===== src/rtl/iob_fp_mul_stream_pkg.sv =====
// -----------------------------------------------------------------------------
// iob_fp_mul_stream_pkg
// Shared definitions for the FP multiplier streaming front-end:
//   - default operand width and result FIFO depth
//   - IEEE-754 single-precision special bit patterns (zero, infinity, quiet NaN)
//   - FIFO operation encoding used by the result FIFO bookkeeping
// -----------------------------------------------------------------------------
package iob_fp_mul_stream_pkg;

    localparam int DEF_DATA_W = 32;
    localparam int DEF_DEPTH  = 8;

    localparam logic [31:0] FP32_POS_ZERO = 32'h0000_0000;
    localparam logic [31:0] FP32_POS_INF  = 32'h7F80_0000;
    localparam logic [31:0] FP32_QNAN     = 32'h7FC0_0000;

    // Encoding matches {push, pop}, so a plain cast gives the operation.
    typedef enum logic [1:0] {
        FIFO_IDLE = 2'b00,
        FIFO_POP  = 2'b01,
        FIFO_PUSH = 2'b10,
        FIFO_BOTH = 2'b11
    } fifo_op_e;

endpackage


===== src/rtl/iob_fp_mul_stream_if.sv =====
// -----------------------------------------------------------------------------
// iob_fp_mul_stream_if
// Operand-in / result-out stream bundle of the FP multiplier front-end.
//   in_valid, in_ready, op_a, op_b : operand pair stream into the block
//   out_valid, out_ready, out_data : result stream out of the block
// Modports:
//   master : the environment (produces operands, consumes results)
//   slave  : the front-end block
// -----------------------------------------------------------------------------
interface iob_fp_mul_stream_if
    import iob_fp_mul_stream_pkg::*;
#(
    parameter int DATA_W = DEF_DATA_W
);
    logic              in_valid;
    logic              in_ready;
    logic [DATA_W-1:0] op_a;
    logic [DATA_W-1:0] op_b;
    logic              out_valid;
    logic              out_ready;
    logic [DATA_W-1:0] out_data;

    modport master (
        output in_valid, op_a, op_b, out_ready,
        input  in_ready, out_valid, out_data
    );

    modport slave (
        input  in_valid, op_a, op_b, out_ready,
        output in_ready, out_valid, out_data
    );
endinterface


===== src/rtl/iob_fp_res_fifo.sv =====
// -----------------------------------------------------------------------------
// iob_fp_res_fifo
// Synchronous first-word-fall-through FIFO holding multiplier results.
// Ports:
//   clk_i, arst_n_i : clock, asynchronous active-low reset
//   push_i, data_i  : write data_i at the tail
//   pop_i           : drop the head (ignored when empty)
//   valid_o, data_o : head valid / head value (0 while empty)
//   count_o         : number of stored entries (0..DEPTH)
// Pointers wrap modulo DEPTH, which must be a power of two.
// -----------------------------------------------------------------------------
module iob_fp_res_fifo
    import iob_fp_mul_stream_pkg::*;
#(
    parameter  int DEPTH  = DEF_DEPTH,
    parameter  int DATA_W = DEF_DATA_W,
    localparam int PTR_W  = $clog2(DEPTH),
    localparam int CNT_W  = $clog2(DEPTH) + 1
) (
    input  logic              clk_i,
    input  logic              arst_n_i,
    input  logic              push_i,
    input  logic [DATA_W-1:0] data_i,
    input  logic              pop_i,
    output logic              valid_o,
    output logic [DATA_W-1:0] data_o,
    output logic [CNT_W-1:0]  count_o
);

    logic [DATA_W-1:0] mem_q [DEPTH];
    logic [PTR_W-1:0]  wr_ptr_q;
    logic [PTR_W-1:0]  rd_ptr_q;
    logic [CNT_W-1:0]  count_q;
    logic [CNT_W-1:0]  count_d;
    logic              do_pop;
    fifo_op_e          op;

    assign do_pop = pop_i & (count_q != '0);
    assign op     = fifo_op_e'({push_i, do_pop});

    // NOTE: the storage array has no reset; only pointers and count do, and
    // the head is masked while empty so stale contents never reach data_o.
    always_ff @(posedge clk_i) begin
        if (push_i) begin
            mem_q[wr_ptr_q] <= data_i;
        end
    end

    // NOTE: defaults first in every always_comb so no path leaves a latch.
    always_comb begin
        count_d = count_q;
        case (op)
            FIFO_PUSH: count_d = count_q + CNT_W'(1);
            FIFO_POP:  count_d = count_q - CNT_W'(1);
            default:   count_d = count_q;
        endcase
    end

    // NOTE: sequential state always uses non-blocking assignments.
    always_ff @(posedge clk_i or negedge arst_n_i) begin
        if (!arst_n_i) begin
            wr_ptr_q <= '0;
            rd_ptr_q <= '0;
            count_q  <= '0;
        end else begin
            if (push_i) wr_ptr_q <= wr_ptr_q + PTR_W'(1);
            if (do_pop) rd_ptr_q <= rd_ptr_q + PTR_W'(1);
            count_q <= count_d;
        end
    end

    assign valid_o = (count_q != '0);
    assign data_o  = valid_o ? mem_q[rd_ptr_q] : '0;
    assign count_o = count_q;

endmodule


===== src/rtl/iob_fp_mul_stream.sv =====
// -----------------------------------------------------------------------------
// iob_fp_mul_stream
// Valid/ready front-end for the non-stallable pipelined FP multiplier.
// Accepts operand pairs, issues one-cycle start pulses with registered
// operands, and captures done/result pulses into a result FIFO.
// Admission is credit based: an op is accepted only while
// fifo_count + inflight < DEPTH, so every issued op has a FIFO slot.
// Ports:
//   clk_i, arst_n_i          : clock, asynchronous active-low reset
//   strm (slave)             : operand stream in, result stream out
//   mul_start_o              : one-cycle start pulse to the multiplier
//   mul_op_a_o, mul_op_b_o   : registered operands, held until next accept
//   mul_done_i, mul_res_i    : multiplier completion and result
//   inflight_o               : ops issued and not yet returned
//   err_o                    : sticky, done seen with nothing in flight
// Optional (macro IOB_FP_MUL_STREAM_STATS_EN):
//   issued_cnt_o             : wrapping count of accepted pairs
//   stall_cnt_o              : saturating count of cycles valid but not ready
// -----------------------------------------------------------------------------
module iob_fp_mul_stream
    import iob_fp_mul_stream_pkg::*;
#(
    parameter  int DATA_W = DEF_DATA_W,
    parameter  int DEPTH  = DEF_DEPTH,
    localparam int CNT_W  = $clog2(DEPTH) + 1
) (
    input  logic                clk_i,
    input  logic                arst_n_i,
    iob_fp_mul_stream_if.slave  strm,
    output logic                mul_start_o,
    output logic [DATA_W-1:0]   mul_op_a_o,
    output logic [DATA_W-1:0]   mul_op_b_o,
    input  logic                mul_done_i,
    input  logic [DATA_W-1:0]   mul_res_i,
    output logic [CNT_W-1:0]    inflight_o,
    output logic                err_o
`ifdef IOB_FP_MUL_STREAM_STATS_EN
    ,
    output logic [31:0]         issued_cnt_o,
    output logic [31:0]         stall_cnt_o
`endif
);

    localparam logic [CNT_W:0] CREDITS = (CNT_W + 1)'(DEPTH);

    logic              ready_en_q;
    logic [CNT_W-1:0]  inflight_q;
    logic [CNT_W-1:0]  inflight_d;
    logic [CNT_W-1:0]  fifo_count;
    logic [CNT_W:0]    credits_used;
    logic              accept;
    logic              pop;
    logic              done_ok;
    logic              done_bad;
    logic              fifo_valid;
    logic [DATA_W-1:0] fifo_data;

    // ready_en_q keeps in_ready low during reset and releases it one edge
    // after reset is removed; the credit term itself comes only from
    // registered counters and never looks at in_valid.
    assign credits_used = {1'b0, fifo_count} + {1'b0, inflight_q};
    assign strm.in_ready = ready_en_q & (credits_used < CREDITS);

    assign accept   = strm.in_valid & strm.in_ready;
    assign pop      = fifo_valid & strm.out_ready;
    assign done_ok  = mul_done_i & (inflight_q != '0);
    assign done_bad = mul_done_i & (inflight_q == '0);

    // Accept and return in the same cycle cancel out.
    always_comb begin
        inflight_d = inflight_q;
        case ({accept, done_ok})
            2'b10:   inflight_d = inflight_q + CNT_W'(1);
            2'b01:   inflight_d = inflight_q - CNT_W'(1);
            default: inflight_d = inflight_q;
        endcase
    end

    always_ff @(posedge clk_i or negedge arst_n_i) begin
        if (!arst_n_i) begin
            ready_en_q  <= 1'b0;
            mul_start_o <= 1'b0;
            mul_op_a_o  <= '0;
            mul_op_b_o  <= '0;
            inflight_q  <= '0;
            err_o       <= 1'b0;
        end else begin
            ready_en_q  <= 1'b1;
            mul_start_o <= accept;
            if (accept) begin
                mul_op_a_o <= strm.op_a;
                mul_op_b_o <= strm.op_b;
            end
            inflight_q <= inflight_d;
            // A result nobody asked for is dropped; the flag stays until reset.
            if (done_bad) err_o <= 1'b1;
        end
    end

    iob_fp_res_fifo #(
        .DEPTH  (DEPTH),
        .DATA_W (DATA_W)
    ) u_res_fifo (
        .clk_i    (clk_i),
        .arst_n_i (arst_n_i),
        .push_i   (done_ok),
        .data_i   (mul_res_i),
        .pop_i    (pop),
        .valid_o  (fifo_valid),
        .data_o   (fifo_data),
        .count_o  (fifo_count)
    );

    assign strm.out_valid = fifo_valid;
    assign strm.out_data  = fifo_data;
    assign inflight_o     = inflight_q;

`ifdef IOB_FP_MUL_STREAM_STATS_EN
    logic stall;

    assign stall = strm.in_valid & ~strm.in_ready;

    always_ff @(posedge clk_i or negedge arst_n_i) begin
        if (!arst_n_i) begin
            issued_cnt_o <= '0;
            stall_cnt_o  <= '0;
        end else begin
            if (accept) issued_cnt_o <= issued_cnt_o + 32'd1;
            if (stall && (stall_cnt_o != '1)) stall_cnt_o <= stall_cnt_o + 32'd1;
        end
    end
`endif

endmodule


===== src/flat_wrapper.sv =====
// flat-port wrapper written by rule: the top's interface ports become plain ports
module iob_fp_mul_stream_flat import iob_fp_mul_stream_pkg::*;
#(
    parameter  int DATA_W = DEF_DATA_W,
    parameter  int DEPTH  = DEF_DEPTH,
    localparam int CNT_W  = $clog2(DEPTH) + 1
)
  (clk_i, arst_n_i, mul_start_o, mul_op_a_o, mul_op_b_o, mul_done_i, mul_res_i, inflight_o, err_o, strm_in_valid, strm_op_a, strm_op_b, strm_out_ready, strm_in_ready, strm_out_valid, strm_out_data);
  iob_fp_mul_stream_if #(.DATA_W(DATA_W)) strm_i ();
  input  logic clk_i;
  input  logic arst_n_i;
  output logic mul_start_o;
  output logic [DATA_W-1:0] mul_op_a_o;
  output logic [DATA_W-1:0] mul_op_b_o;
  input  logic mul_done_i;
  input  logic [DATA_W-1:0] mul_res_i;
  output logic [CNT_W-1:0] inflight_o;
  output logic err_o;
  input wire logic [$bits(strm_i.in_valid)-1:0] strm_in_valid;
  input wire logic [$bits(strm_i.op_a)-1:0] strm_op_a;
  input wire logic [$bits(strm_i.op_b)-1:0] strm_op_b;
  input wire logic [$bits(strm_i.out_ready)-1:0] strm_out_ready;
  output wire logic [$bits(strm_i.in_ready)-1:0] strm_in_ready;
  output wire logic [$bits(strm_i.out_valid)-1:0] strm_out_valid;
  output wire logic [$bits(strm_i.out_data)-1:0] strm_out_data;
  assign strm_i.in_valid = strm_in_valid;
  assign strm_i.op_a = strm_op_a;
  assign strm_i.op_b = strm_op_b;
  assign strm_i.out_ready = strm_out_ready;
  assign strm_in_ready = strm_i.in_ready;
  assign strm_out_valid = strm_i.out_valid;
  assign strm_out_data = strm_i.out_data;
  iob_fp_mul_stream #(.DATA_W(DATA_W), .DEPTH(DEPTH)) u_core (.clk_i(clk_i), .arst_n_i(arst_n_i), .strm(strm_i), .mul_start_o(mul_start_o), .mul_op_a_o(mul_op_a_o), .mul_op_b_o(mul_op_b_o), .mul_done_i(mul_done_i), .mul_res_i(mul_res_i), .inflight_o(inflight_o), .err_o(err_o));
endmodule

===== config.mk =====
export PLATFORM = sky130hd
export DESIGN_NAME = iob_fp_mul_stream_flat
export DESIGN_NICKNAME = d
export VERILOG_FILES = /design/src/rtl/iob_fp_mul_stream_pkg.sv /design/src/rtl/iob_fp_mul_stream_if.sv /design/src/rtl/iob_fp_res_fifo.sv /design/src/rtl/iob_fp_mul_stream.sv /design/src/flat_wrapper.sv
export SDC_FILE = /design/constraint.sdc
export NUM_CORES = 1
export LEC_CHECK = 0
export ABC_CLOCK_PERIOD_IN_PS = 3550
export BUFFER_PORTS_ARGS = -buffer_cell sky130_fd_sc_hd__clkbuf_2
export CORE_MARGIN = 2
export CORE_UTILIZATION = 40
export DETAILED_ROUTE_END_ITERATION = 8
export GPL_TIMING_DRIVEN = 1
export PLACE_DENSITY_LB_ADDON = 0.25
export SLEW_MARGIN = 10
export SYNTH_ARGS = -nofsm -noshare
export SYNTH_HDL_FRONTEND = slang
export SYNTH_SLANG_ARGS = --single-unit

===== constraint.sdc =====
create_clock -name clk_i -period 3.55 [get_ports clk_i]
set_clock_uncertainty 0.05 [all_clocks]
set_input_delay 0.1775 -clock clk_i [delete_from_list [all_inputs] [get_ports clk_i]]
set_output_delay 0.1775 -clock clk_i [all_outputs]
set_load 0.02 [all_outputs]

==> impl_results.md, run 1 <==
* Number of remaining DRC errors at 0
* Fraction of power consumed by combinational cells at 0.359
* Setup slack after placement at approximately 0.37 ns
* WHS Endpoint: u_core.inflight_o[0]$_DFFE_PN0P_
* Peak ir drop on the vdd network at just over 700 uV
* Required time at the endpoint of the critical path at 3.88 ns
* Sequential Power Share at 0.382
* Count of fill cells added during filler insertion at 2546
* DP HPWL at approximately 16000 um
* Mean post-synth cell area at ~21 sq um
* Static leakage at 6.39 nW
* Mapped cell area at between 0.01 and 0.015 sq mm
* Final Cell Area at 0.0169 sq mm
* Capture point of the worst reg-to-reg path: u_core.inflight_o[3]$_DFFE_PN0P_
* Area taken by flip-flops and latches at 0.00972 sq mm
* Seq/Total Area, Yosys at 0.745
* Vias in the first global route at between 7000 and 8000
* Run status: finished, final reports clean
* Layout Nets at 1067
* Distinct cells, synth at 36
* Area of placed instances at roughly 0.015 sq mm
* Final hold violations at 0
* Routed vias/inst at roughly 5
* Kind of launch point of the worst setup path: flop
* Top-area cell type share of the netlist area at 0.590
* Fraction of final layout cells sized beyond drive strength 1 at 0.430
* Final Slew Violations at 0
* Commonest cells after routing, fill and taps aside: 256 x sky130_fd_sc_hd__edfxtp_1, 203 x sky130_fd_sc_hd__clkbuf_2, 99 x sky130_fd_sc_hd__dlygate4sd3_1
* Horizontal die dimension at around 180 um
* Die footprint at around 0.034 sq mm
* HP Class: primary input to flop
* Clock H-tree levels at 2
* Global placer's final weighted congestion at just over 0.7
* Final critical-path share of the clock period at 0.891
* Reg2reg start: u_core.inflight_o[3]$_DFFE_PN0P_
* Total of flip-flops plus latches after synthesis at approximately 340
* Die outline height at approximately 180 um
* Buffers added on ports at roughly 200
* Initial core utilization at 0.404
* DRT antenna net count at 0
* Cell count of the worst reg-to-reg path at 8
* ANT cells at 0
* Initial DRC count at between 200 and 300
* Number of setup violations in the final report at 0
* Pre-Repair DR Iteration Count at 5
* Number of instances in the synthesized netlist at about 620
* Core area at around 0.032 sq mm
* Final routed wirelength across all metal layers at around 28000 um
* Count of placed standard cells in the final layout, fillers left out at between 1000 and 1500
* Peak clock frequency supported by timing at 0.316 GHz
* Signed area change from the synthesized netlist to the final layout at 29.7%
* Cells on Worst Hold Path at 4
* Sw Ratio at 0.338
* Setup slack of the most critical reg-to-reg path at roughly 0.39 ns
* I/O Pins at between 200 and 250
* Leading cell type in the layout, fill and taps excluded: sky130_fd_sc_hd__edfxtp_1
* Highest net fanout along the worst path at 9
* Worst-margin pin slew at about 1.0 ns
* Post CTS Setup Buffer Count at 0
* Min-delay src: strm_in_valid
* Switching pwr at just over 5 mW
* Vias after detailed routing at between 7000 and 8000
* Fin Hold WS at between 0.3 and 0.4 ns
* Worst Path Class, Setup: flop to flop
* Total number of placement rows at between 60 and 70
* Share of total power in the clock network at 0.259
* Largest cells by area after synthesis: sky130_fd_sc_hd__edfxtp_1 59%, sky130_fd_sc_hd__dfrtp_1 16%, sky130_fd_sc_hd__mux4_2 11%
* Global route overflow at 0
* Final total negative setup slack at 0 ns
* CTS root buf: sky130_fd_sc_hd__clkbuf_16
* RSZ-0062 raised after global routing: false
* Data arrival time of the critical path at roughly 3.5 ns
* Syn_nets at 738
* Number of clock sinks at between 300 and 400
* Slew margin rel. at 0.314
* Pwr Density at ~880 mW/mm^2
* Clock buffer count from CTS at 38
* Clock latency on the worst-skew pair at roughly 0.5 ns
* Largest area contributor in the netlist: sky130_fd_sc_hd__edfxtp_1
* Critical Path Sink Type: flop
* Internal cell power at between 9 and 10 mW
* Bufs on Longest Clock Path at 3
* Maximum number of pins on one net before global-route repair at roughly 80
* Post-CTS resize count at 0
* Max-cap violations at 0
* CTS clk-pin slew, worst paths at around 0.060 ns
* Overall routing resource usage at 0.169
* Initial antenna violation count at 0
* Minimum clock period after layout at 3.16 ns
* CTS tree: yes
* First-pass GRT wire length at 44000 um
* Area occupied by multi-input gates at between 0.003 and 0.004 sq mm
* Post-layout worst setup margin at about 0.39 ns
* WL/cell at a little under 20 um
* Cell total after placement at ~1300
* Number of synthesis warnings at 0
power by group through the flow:
stage | Clock (mW) | Combinational [mW] | Sequential (mW)
finish | 3.87 | 5.36 | 5.70
global route | 4.13 | 5.81 | 5.82
CTS | 3.98 | 5.47 | 5.71
detailed placement | 0 | 5.37 | 5.78
global placement | 0 | 5.33 | 5.75
floorplan | 0 | 3.29 | 6.08
sequential cells by signal, summed over array words and instances, names as in the netlist:
name                        cells
u_core.mul_op_a_o              32
u_core.inflight_o               4
u_core.u_res_fifo.count_o       4
u_core.mul_op_b_o              32
u_core.u_res_fifo.rd_ptr_q      3
u_core.u_res_fifo.mem_q       256
u_core.u_res_fifo.wr_ptr_q      3
u_core.err_o                    1
u_core.mul_start_o              1
u_core.ready_en_q               1
cells in the mapped netlist (all sizes together):
master,instances
a2111o,2
nand3,5
mux2,67
o41ai,1
o21a,1
ha,11
a31oi,1
or4b,2
nor2,7
nand2,10
fa,2
mux2i,1
conb,1
and2,1
o311ai,2
a41o,1
mux4,64
or4,1
nor4b,1
nand2b,3
nor3,2
a22o,32
clkbuf,8
dfrtp,81
edfxtp,256
nor2b,1
a21oi,4
xnor2,6
o21ai,3
o211ai,3
xor2,2
buf,24
inv,12
nor3b,6
cell families (layout without fill, tap and decap cells):
| family | count (synthesis) | after routing | share of synthesized area |
|---|---|---|---|
| other | 1 | 1 | 0.000288 |
| multiplexers | 132 | 132 | 0.169 |
| buffers and inverters | 44 | 402 | 0.0186 |
| XOR/XNOR | 8 | 8 | 0.00537 |
| adder cells (fa/ha/maj) | 13 | 13 | 0.0136 |
| AO/OA/AOI/OAI | 50 | 50 | 0.0315 |
| AND/OR/NAND/NOR | 39 | 39 | 0.0164 |
| flip-flops | 337 | 337 | 0.745 |
final cells by class:
type | count | share of cell area
Clock buffer | 51 | 0.0610
Clock inverter | 18 | 0.0124
Inverter | 12 | 0.00266
Multi-Input combinational cell | 243 | 0.187
Sequential cell | 337 | 0.575
Tap cell | 442 | 0.0327
Timing Repair Buffer | 321 | 0.130
critical path, stage by stage (launching register included):
cell and delay (ns):
sky130_fd_sc_hd__dfrtp_1 0.46, sky130_fd_sc_hd__ha_1 0.33, sky130_fd_sc_hd__nor4b_1 0.38, sky130_fd_sc_hd__o211ai_1 0.20
sky130_fd_sc_hd__ha_1 0.32, sky130_fd_sc_hd__ha_1 0.37, sky130_fd_sc_hd__or4b_2 0.67, sky130_fd_sc_hd__o311ai_0 0.12
sky130_fd_sc_hd__o211ai_1 0.14
worst max-delay path by stage:
stage	from	endpoint	slack, ns	cells after the start
CTS	u_core.inflight_o[3]$_DFFE_PN0P_	u_core.inflight_o[3]$_DFFE_PN0P_	0.37	8
global route	u_core.inflight_o[3]$_DFFE_PN0P_	u_core.inflight_o[3]$_DFFE_PN0P_	0.25	8
floorplan	u_core.inflight_o[3]$_DFFE_PN0P_	u_core.inflight_o[3]$_DFFE_PN0P_	0.37	9
finish	u_core.inflight_o[3]$_DFFE_PN0P_	u_core.inflight_o[3]$_DFFE_PN0P_	0.39	8
detailed placement	u_core.inflight_o[3]$_DFFE_PN0P_	u_core.inflight_o[3]$_DFFE_PN0P_	0.37	8
global placement	u_core.inflight_o[3]$_DFFE_PN0P_	u_core.inflight_o[3]$_DFFE_PN0P_	0.49	8
per-stage QoR:
stage	util	power (mW)
after floorplan	-	9.37
after global placement	0.455	11.1
after detailed placement	0.455	11.1
after CTS	0.524	15.2
after global routing	0.524	15.8
final	0.524	14.9
repair_timing:
item / in CTS / in global routing
setup endpoints to repair: 0 / 0
endpoints found under the hold margin: 405 / 0
hold buffers: 99 / 0
layer usage:
metal | vias to the layer above | global-route usage | part of all wire
met4 | 0 | 0.0502 | 0.025
met1 | 3542 | 0.213 | 0.42
met2 | 251 | 0.290 | 0.49
li1 | 3184 | - | -
met3 | 49 | 0.0429 | 0.071
met5 | - | 0 | 0
Power figures use the tool's default switching activity.
==> run 2: changes to the inputs <==
ABC_CLOCK_PERIOD_IN_PS = 3190   (was 3550)
CTS_CLUSTER_SIZE = 16   (was not set)
RECOVER_POWER = 50   (was not set)
clock period = 3.19 ns   (was 3.55 ns; I/O delays follow)
==> run 2 against run 1 <==
Effect of this change: the flow now finishes with violations (max-capacitance violations, max-slew violations); hold slack lost 0.094 ns; maximum frequency grew 7.9%; critical path depth is the same; combinational power grew 11%; sequential power grew 11%; global-route usage shrank 0.17 points; via count grew 0.17%; die area is the same; clock power grew 5.7%; critical path type unchanged; critical endpoint unchanged.
==> impl_results.md, run 2 (synthesis gave the netlist of run 1 again) <==
* Number of remaining DRC errors at 0
* Register with the highest flop count: u_core.u_res_fifo.mem_q
* Pwr Density at around 970 mW/mm^2
* Count of fill cells added during filler insertion at between 2000 and 3000
* Static leakage at just over 6 nW
* CTS tree: yes
* Setup slack of the most critical reg-to-reg path at roughly 0.26 ns
* Leading cell type in the layout, fill and taps excluded: sky130_fd_sc_hd__edfxtp_1
* First-pass GRT wire length at 43600 um
* WL/cell at 19.6 um
* Peak clock frequency supported by timing at roughly 0.34 GHz
* RSZ-0062 raised after global routing: false
* HP Class: primary input to flop
* Switching pwr at about 5.6 mW
* Final routed wirelength across all metal layers at approximately 28000 um
* Clock H-tree levels at 2
* Area occupied by multi-input gates at approximately 0.0032 sq mm
* Destination of the critical timing path: u_core.inflight_o[3]$_DFFE_PN0P_
* Final hold violations at 0
* Initial DRC count at just under 300
* Max-cap violations at 1
* Number of flip-flops under the largest register name at about 260
* Pre-Repair DR Iteration Count at 6
* Commonest cells after routing, fill and taps aside: 256 x sky130_fd_sc_hd__edfxtp_1, 122 x sky130_fd_sc_hd__clkbuf_2, 99 x sky130_fd_sc_hd__dlygate4sd3_1
* DP HPWL at 15600 um
* Clock latency on the worst-skew pair at around 0.51 ns
* Required time at the endpoint of the critical path at roughly 3.5 ns
* Fraction of power consumed by combinational cells at 0.364
* Die footprint at approximately 0.034 sq mm
* Signed area change from the synthesized netlist to the final layout at 28.6%
* Launching instance or port of the critical path: u_core.inflight_o[3]$_DFFE_PN0P_
* Failing checks: max-capacitance violations, max-slew violations
* Worst Path Class, Setup: flop to flop
* DRT antenna net count at 0
* Worst-margin pin slew at ~1.8 ns
* Buffers added on ports at 204
* Sw Ratio at 0.344
* Reg2reg start: u_core.inflight_o[3]$_DFFE_PN0P_
* Routed vias/inst at around 5
* Initial antenna violation count at 1
* Minimum clock period after layout at roughly 2.9 ns
* Initial core utilization at 0.404
* Kind of launch point of the worst setup path: flop
* Cell count of the worst reg-to-reg path at 8
* Number of setup violations in the final report at 0
* CTS root buf: sky130_fd_sc_hd__clkbuf_16
* Largest registers: u_core.u_res_fifo.mem_q: 256 flops, u_core.mul_op_a_o: 32 flops, u_core.mul_op_b_o: 32 flops
* Critical Path Sink Type: flop
* Share of total power in the clock network at 0.251
* Global route overflow at 0
* Highest net fanout along the worst path at 7
* Peak ir drop on the vdd network at approximately 730 uV
* Bufs on Longest Clock Path at 3
* Final Slew Violations at 70
* Layout Nets at about 1100
* Total number of placement rows at between 60 and 70
* Die outline height at about 180 um
* Number of clock sinks at approximately 340
* Vias in the first global route at between 7000 and 8000
* Horizontal die dimension at around 180 um
* Fraction of final layout cells sized beyond drive strength 1 at 0.348
* I/O Pins at approximately 210
* Clock buffer count from CTS at 37
* CTS clk-pin slew, worst paths at 0.06 ns
* Final Cell Area at ~0.017 sq mm
* Vias after detailed routing at ~7000
* Area of placed instances at approximately 0.015 sq mm
* Global placer's final weighted congestion at slightly above 0.7
* Overall routing resource usage at 0.168
* Sequential Power Share at 0.386
* Maximum number of pins on one net before global-route repair at 70
* Capture point of the worst reg-to-reg path: u_core.inflight_o[3]$_DFFE_PN0P_
* Data arrival time of the critical path at 3.27 ns
* Run status: complete, but fails checks
* Slew margin rel. at -0.184
* Core area at 0.0323 sq mm
* Final critical-path share of the clock period at 0.919
* Final total negative setup slack at 0 ns
* Internal cell power at roughly 11 mW
* Area taken by flip-flops and latches at between 0.009 and 0.01 sq mm
run 2: changes by cell type in the layout (fill, tap and decap cells not counted), moves of 2 or more:
| cell | before | now |
|---|---|---|
| sky130_fd_sc_hd__clkbuf_2 | 203 | 122 |
| sky130_fd_sc_hd__clkbuf_1 | 11 | 89 |
| sky130_fd_sc_hd__clkinv_1 | 3 | 8 |
| sky130_fd_sc_hd__clkinv_2 | 6 | 9 |
| sky130_fd_sc_hd__bufinv_16 | 4 | 2 |
| sky130_fd_sc_hd__clkinvlp_4 | 2 | 0 |
run 2: layout make-up:
class                      instances  area share
antenna                            1    0.000149
clock buffer                      46      0.0597
clock inverter                    22      0.0105
inverter                          12     0.00269
multi-input combinational        243       0.189
sequential                       337       0.579
tap                              442      0.0330
timing repair buffer             324       0.126
run 2: power by group through the flow:
stage	logic, mW	clock network (mW)	registers (mW)
after global routing	6.44	4.37	6.43
final	5.94	4.09	6.30
after global placement	6.00	0	6.35
after floorplan	3.66	0	6.77
after CTS	6.14	4.19	6.31
after detailed placement	6.03	0	6.38
run 2: how the worst min path moves through the flow:
stage	startpoint	to	cells after the start
floorplan	arst_n_i	u_core.err_o$_DFFE_PN0P_	0
finish	strm_in_valid	u_core.inflight_o[0]$_DFFE_PN0P_	5
detailed placement	arst_n_i	u_core.mul_op_a_o[0]$_DFFE_PN0P_	1
global placement	arst_n_i	u_core.mul_op_a_o[0]$_DFFE_PN0P_	1
global route	strm_in_valid	u_core.inflight_o[0]$_DFFE_PN0P_	5
CTS	strm_in_valid	u_core.inflight_o[0]$_DFFE_PN0P_	5
run 2: what timing repair did:
item                                    CTS  global route
setup buffers                             0             0
resized for setup                         0             1
endpoints found under the hold margin   392             0
endpoints found under the setup margin    0             1
hold buffers                             99             0
run 2: through the flow:
step	worst slack (ns)	utilization	total power [mW]	instances	hold slack, ns
floorplan	0.0102	-	10.4	624	-0.186
global placement	0.211	0.455	12.3	1259	0.303
detailed placement	0.151	0.455	12.4	1259	0.294
CTS	0.144	0.523	16.6	1426	0.185
global route	0.0302	0.519	17.2	1427	0.259
finish	0.257	0.519	16.3	1427	0.214
run 2: per-layer routing:
layer	wire length, um	global-route usage	vias to the layer above
met3	2050	0.0482	37
met1	12000	0.216	3564
li1	-	-	3195
met5	0	0	-
met4	520	0.0445	0
met2	13400	0.279	242
run 2: worst max-delay path: stages (launching register included):
cell,delay (ns)
sky130_fd_sc_hd__dfrtp_1,0.45
sky130_fd_sc_hd__ha_1,0.33
sky130_fd_sc_hd__nor4b_2,0.31
sky130_fd_sc_hd__o211ai_1,0.16
sky130_fd_sc_hd__ha_1,0.23
sky130_fd_sc_hd__ha_1,0.34
sky130_fd_sc_hd__or4b_2,0.67
sky130_fd_sc_hd__o311ai_0,0.13
sky130_fd_sc_hd__o211ai_1,0.13
==> run 3: changes to the inputs <==
CELL_PAD_IN_SITES_DETAIL_PLACEMENT = 2   (was not set)
CELL_PAD_IN_SITES_GLOBAL_PLACEMENT = 2   (was not set)
SETUP_SLACK_MARGIN = 0.02   (was not set)
==> run 3 against run 2 <==
Effect of this change: the flow still finishes with violations (max-capacitance violations, max-slew violations); worst setup slack lost 0.12 ns; design area rose by 0.19%; critical path depth unchanged; critical endpoint is now u_core.u_res_fifo.count_o[3]$_DFFE_PN0P_; sequential share of layout area fell by 0.093 points; highest routed layer unchanged; hold slack improved by 0.085 ns; power rose by 3.7%; sequential cell count stayed put; sequential power grew 3%.
==> impl_results.md, run 3 (synthesis gave the netlist of run 1 again) <==
* Max-cap violations at 1
* Number of flip-flops under the largest register name at approximately 260
* Number of clock sinks at 337
* Overall routing resource usage at 0.218
* Buffers added on ports at 204
* Number of remaining DRC errors at 0
* Routed vias/inst at approximately 5.2
* Total number of placement rows at 66
* Leading cell type in the layout, fill and taps excluded: sky130_fd_sc_hd__edfxtp_1
* Area of placed instances at between 0.01 and 0.015 sq mm
* Signed area change from the synthesized netlist to the final layout at 28.9%
* Final Cell Area at 0.0168 sq mm
* Run status: complete, but fails checks
* Slowest cell on the critical path: sky130_fd_sc_hd__or4b_2
* Setup slack of the most critical reg-to-reg path at about 0.14 ns
* Setup slack after placement at around 0.072 ns
* WL/cell at between 20 and 30 um
* Layout Nets at 1067
* Critical Path Sink Type: flop
* Initial antenna violation count at 1
* Clock H-tree levels at 2
* Clock latency on the worst-skew pair at 0.51 ns
* Most common cell on crit path: sky130_fd_sc_hd__ha_1
* Number of setup violations in the final report at 0
* WHS Endpoint: u_core.inflight_o[0]$_DFFE_PN0P_
* Worst Path Class, Setup: flop to flop
* Count of fill cells added during filler insertion at ~2900
* RSZ-0062 raised after global routing: false
* DP HPWL at roughly 21000 um
* Global placer's final weighted congestion at around 0.79
* CP top delay family: simple AND/OR/NAND/NOR gates
* Post-layout worst setup margin at ~0.14 ns
* Highest routed metal layer: met4
* Final core utilization at 0.520
* Vias after detailed routing at ~7400
* Final total negative setup slack at 0 ns
* CTS clk-pin slew, worst paths at roughly 0.060 ns
* I/O Pins at slightly above 200
* Area taken by flip-flops and latches at 0.00972 sq mm
* Fin Hold WS at between 0.2 and 0.3 ns
* Worst Path Buf+Inv at 1
* Total length of routed met2 wires at approximately 19000 um
* Die footprint at 0.0341 sq mm
* Largest registers: u_core.u_res_fifo.mem_q: 256 flops, u_core.mul_op_a_o: 32 flops, u_core.mul_op_b_o: 32 flops
* Die outline height at about 180 um
* Commonest cells after routing, fill and taps aside: 256 x sky130_fd_sc_hd__edfxtp_1, 118 x sky130_fd_sc_hd__clkbuf_2, 99 x sky130_fd_sc_hd__dlygate4sd3_1
* HP Class: primary input to flop
* Register with the highest flop count: u_core.u_res_fifo.mem_q
* Reg2reg start: u_core.u_res_fifo.count_o[0]$_DFFE_PN0P_
* Vias in the first global route at roughly 8500
* DRT antenna net count at 0
* Final critical-path share of the clock period at 0.955
* Kind of launch point of the worst setup path: flop
* Wire length the detailed router placed on met1 at 14600 um
* First-pass GRT wire length at 54300 um
* Failing checks: max-capacitance violations, max-slew violations
* Fraction of final layout cells sized beyond drive strength 1 at 0.344
* Core area at 0.0323 sq mm
* Peak ir drop on the vdd network at approximately 500 uV
* Routed wl met3 at around 2400 um
* Initial DRC count at 349
* Design Power at roughly 17 mW
* Required time at the endpoint of the critical path at 3.52 ns
* Launching instance or port of the critical path: u_core.u_res_fifo.count_o[0]$_DFFE_PN0P_
* Slew margin rel. at -0.376
* Initial core utilization at 0.404
* Global route overflow at 0
* Worst-path cell chain: or4_4 -> nand2_1 -> inv_1 -> ha_1 -> ha_1 -> or4b_2 -> o311ai_0 -> o211ai_1
* Final routed wirelength across all metal layers at about 36000 um
* Cell count of the worst reg-to-reg path at 8
* Maximum number of pins on one net before global-route repair at 82
* CTS root buf: sky130_fd_sc_hd__clkbuf_16
* Minimum clock period after layout at a little over 3 ns
* Area occupied by multi-input gates at approximately 0.0032 sq mm
* Final hold violations at 0
* Horizontal die dimension at approximately 180 um
* Final Slew Violations at 82
* Capture point of the worst reg-to-reg path: u_core.u_res_fifo.count_o[3]$_DFFE_PN0P_
* Critical path's largest stage delay at around 0.70 ns
* Min-delay src: strm_in_valid
* Bufs on Longest Clock Path at 3
* Pwr Density at about 1000 mW/mm^2
* Cells on Worst Hold Path at 4
* Cell total after placement at approximately 1300
* Worst-margin pin slew at roughly 2.1 ns
* Clock buffer count from CTS at 39
* Data arrival time of the critical path at 3.38 ns
* CTS tree: yes
* Count of placed standard cells in the final layout, fillers left out at about 1400
* Peak clock frequency supported by timing at 0.328 GHz
* Pre-Repair DR Iteration Count at 4
* Static leakage at between 6 and 7 nW
* Highest net fanout along the worst path at 6
run 3: report_power, final:
part | leakage, nW | total (mW) | internal (mW) | switching [mW]
logic | 2.25 | 6.15 | 2.54 | 3.61
registers | 3.28 | 6.49 | 5.79 | 0.710
clock network | 0.599 | 4.29 | 2.56 | 1.73
total | 6.13 | 16.9 | 10.9 | 6.05
run 3: routing by layer:
metal,vias up,global-route usage
met5,-,0
met4,0,0.0490
met3,38,0.0549
met2,257,0.390
met1,3889,0.266
li1,3183,-
run 3: cell type report:
class,instances,share of cell area
Multi-Input combinational cell,243,0.188
Sequential cell,337,0.579
Timing Repair Buffer,320,0.125
Tap cell,442,0.0329
Clock buffer,49,0.0646
Inverter,12,0.00268
Clock inverter,18,0.00804
Antenna cell,1,0.000149
run 3: worst reg2reg max path: cells and delay by family, from the launching register on:
kind / cells / cell delay, ns
adders and majority gates: 2 / 0.59
DFF: 1 / 0.46
buffers and inverters: 1 / 0.07
and+or+nand+nor: 3 / 1.46
AOI/OAI and AO/OA: 2 / 0.30
run 3: worst max-delay path by stage:
stage                                               endpoint  cells after the start
floorplan                   u_core.inflight_o[3]$_DFFE_PN0P_                      9
global placement    u_core.u_res_fifo.count_o[3]$_DFFE_PN0P_                      8
detailed placement  u_core.u_res_fifo.count_o[3]$_DFFE_PN0P_                      8
CTS                 u_core.u_res_fifo.count_o[3]$_DFFE_PN0P_                      8
global route        u_core.u_res_fifo.count_o[3]$_DFFE_PN0P_                      8
finish              u_core.u_res_fifo.count_o[3]$_DFFE_PN0P_                      8
run 3: repair_timing:
item,CTS,global route
hold endpoints to repair,405,0
setup buffers,0,0
gates resized for setup,0,3
endpoints found under the setup margin,0,2
hold buffers,99,0
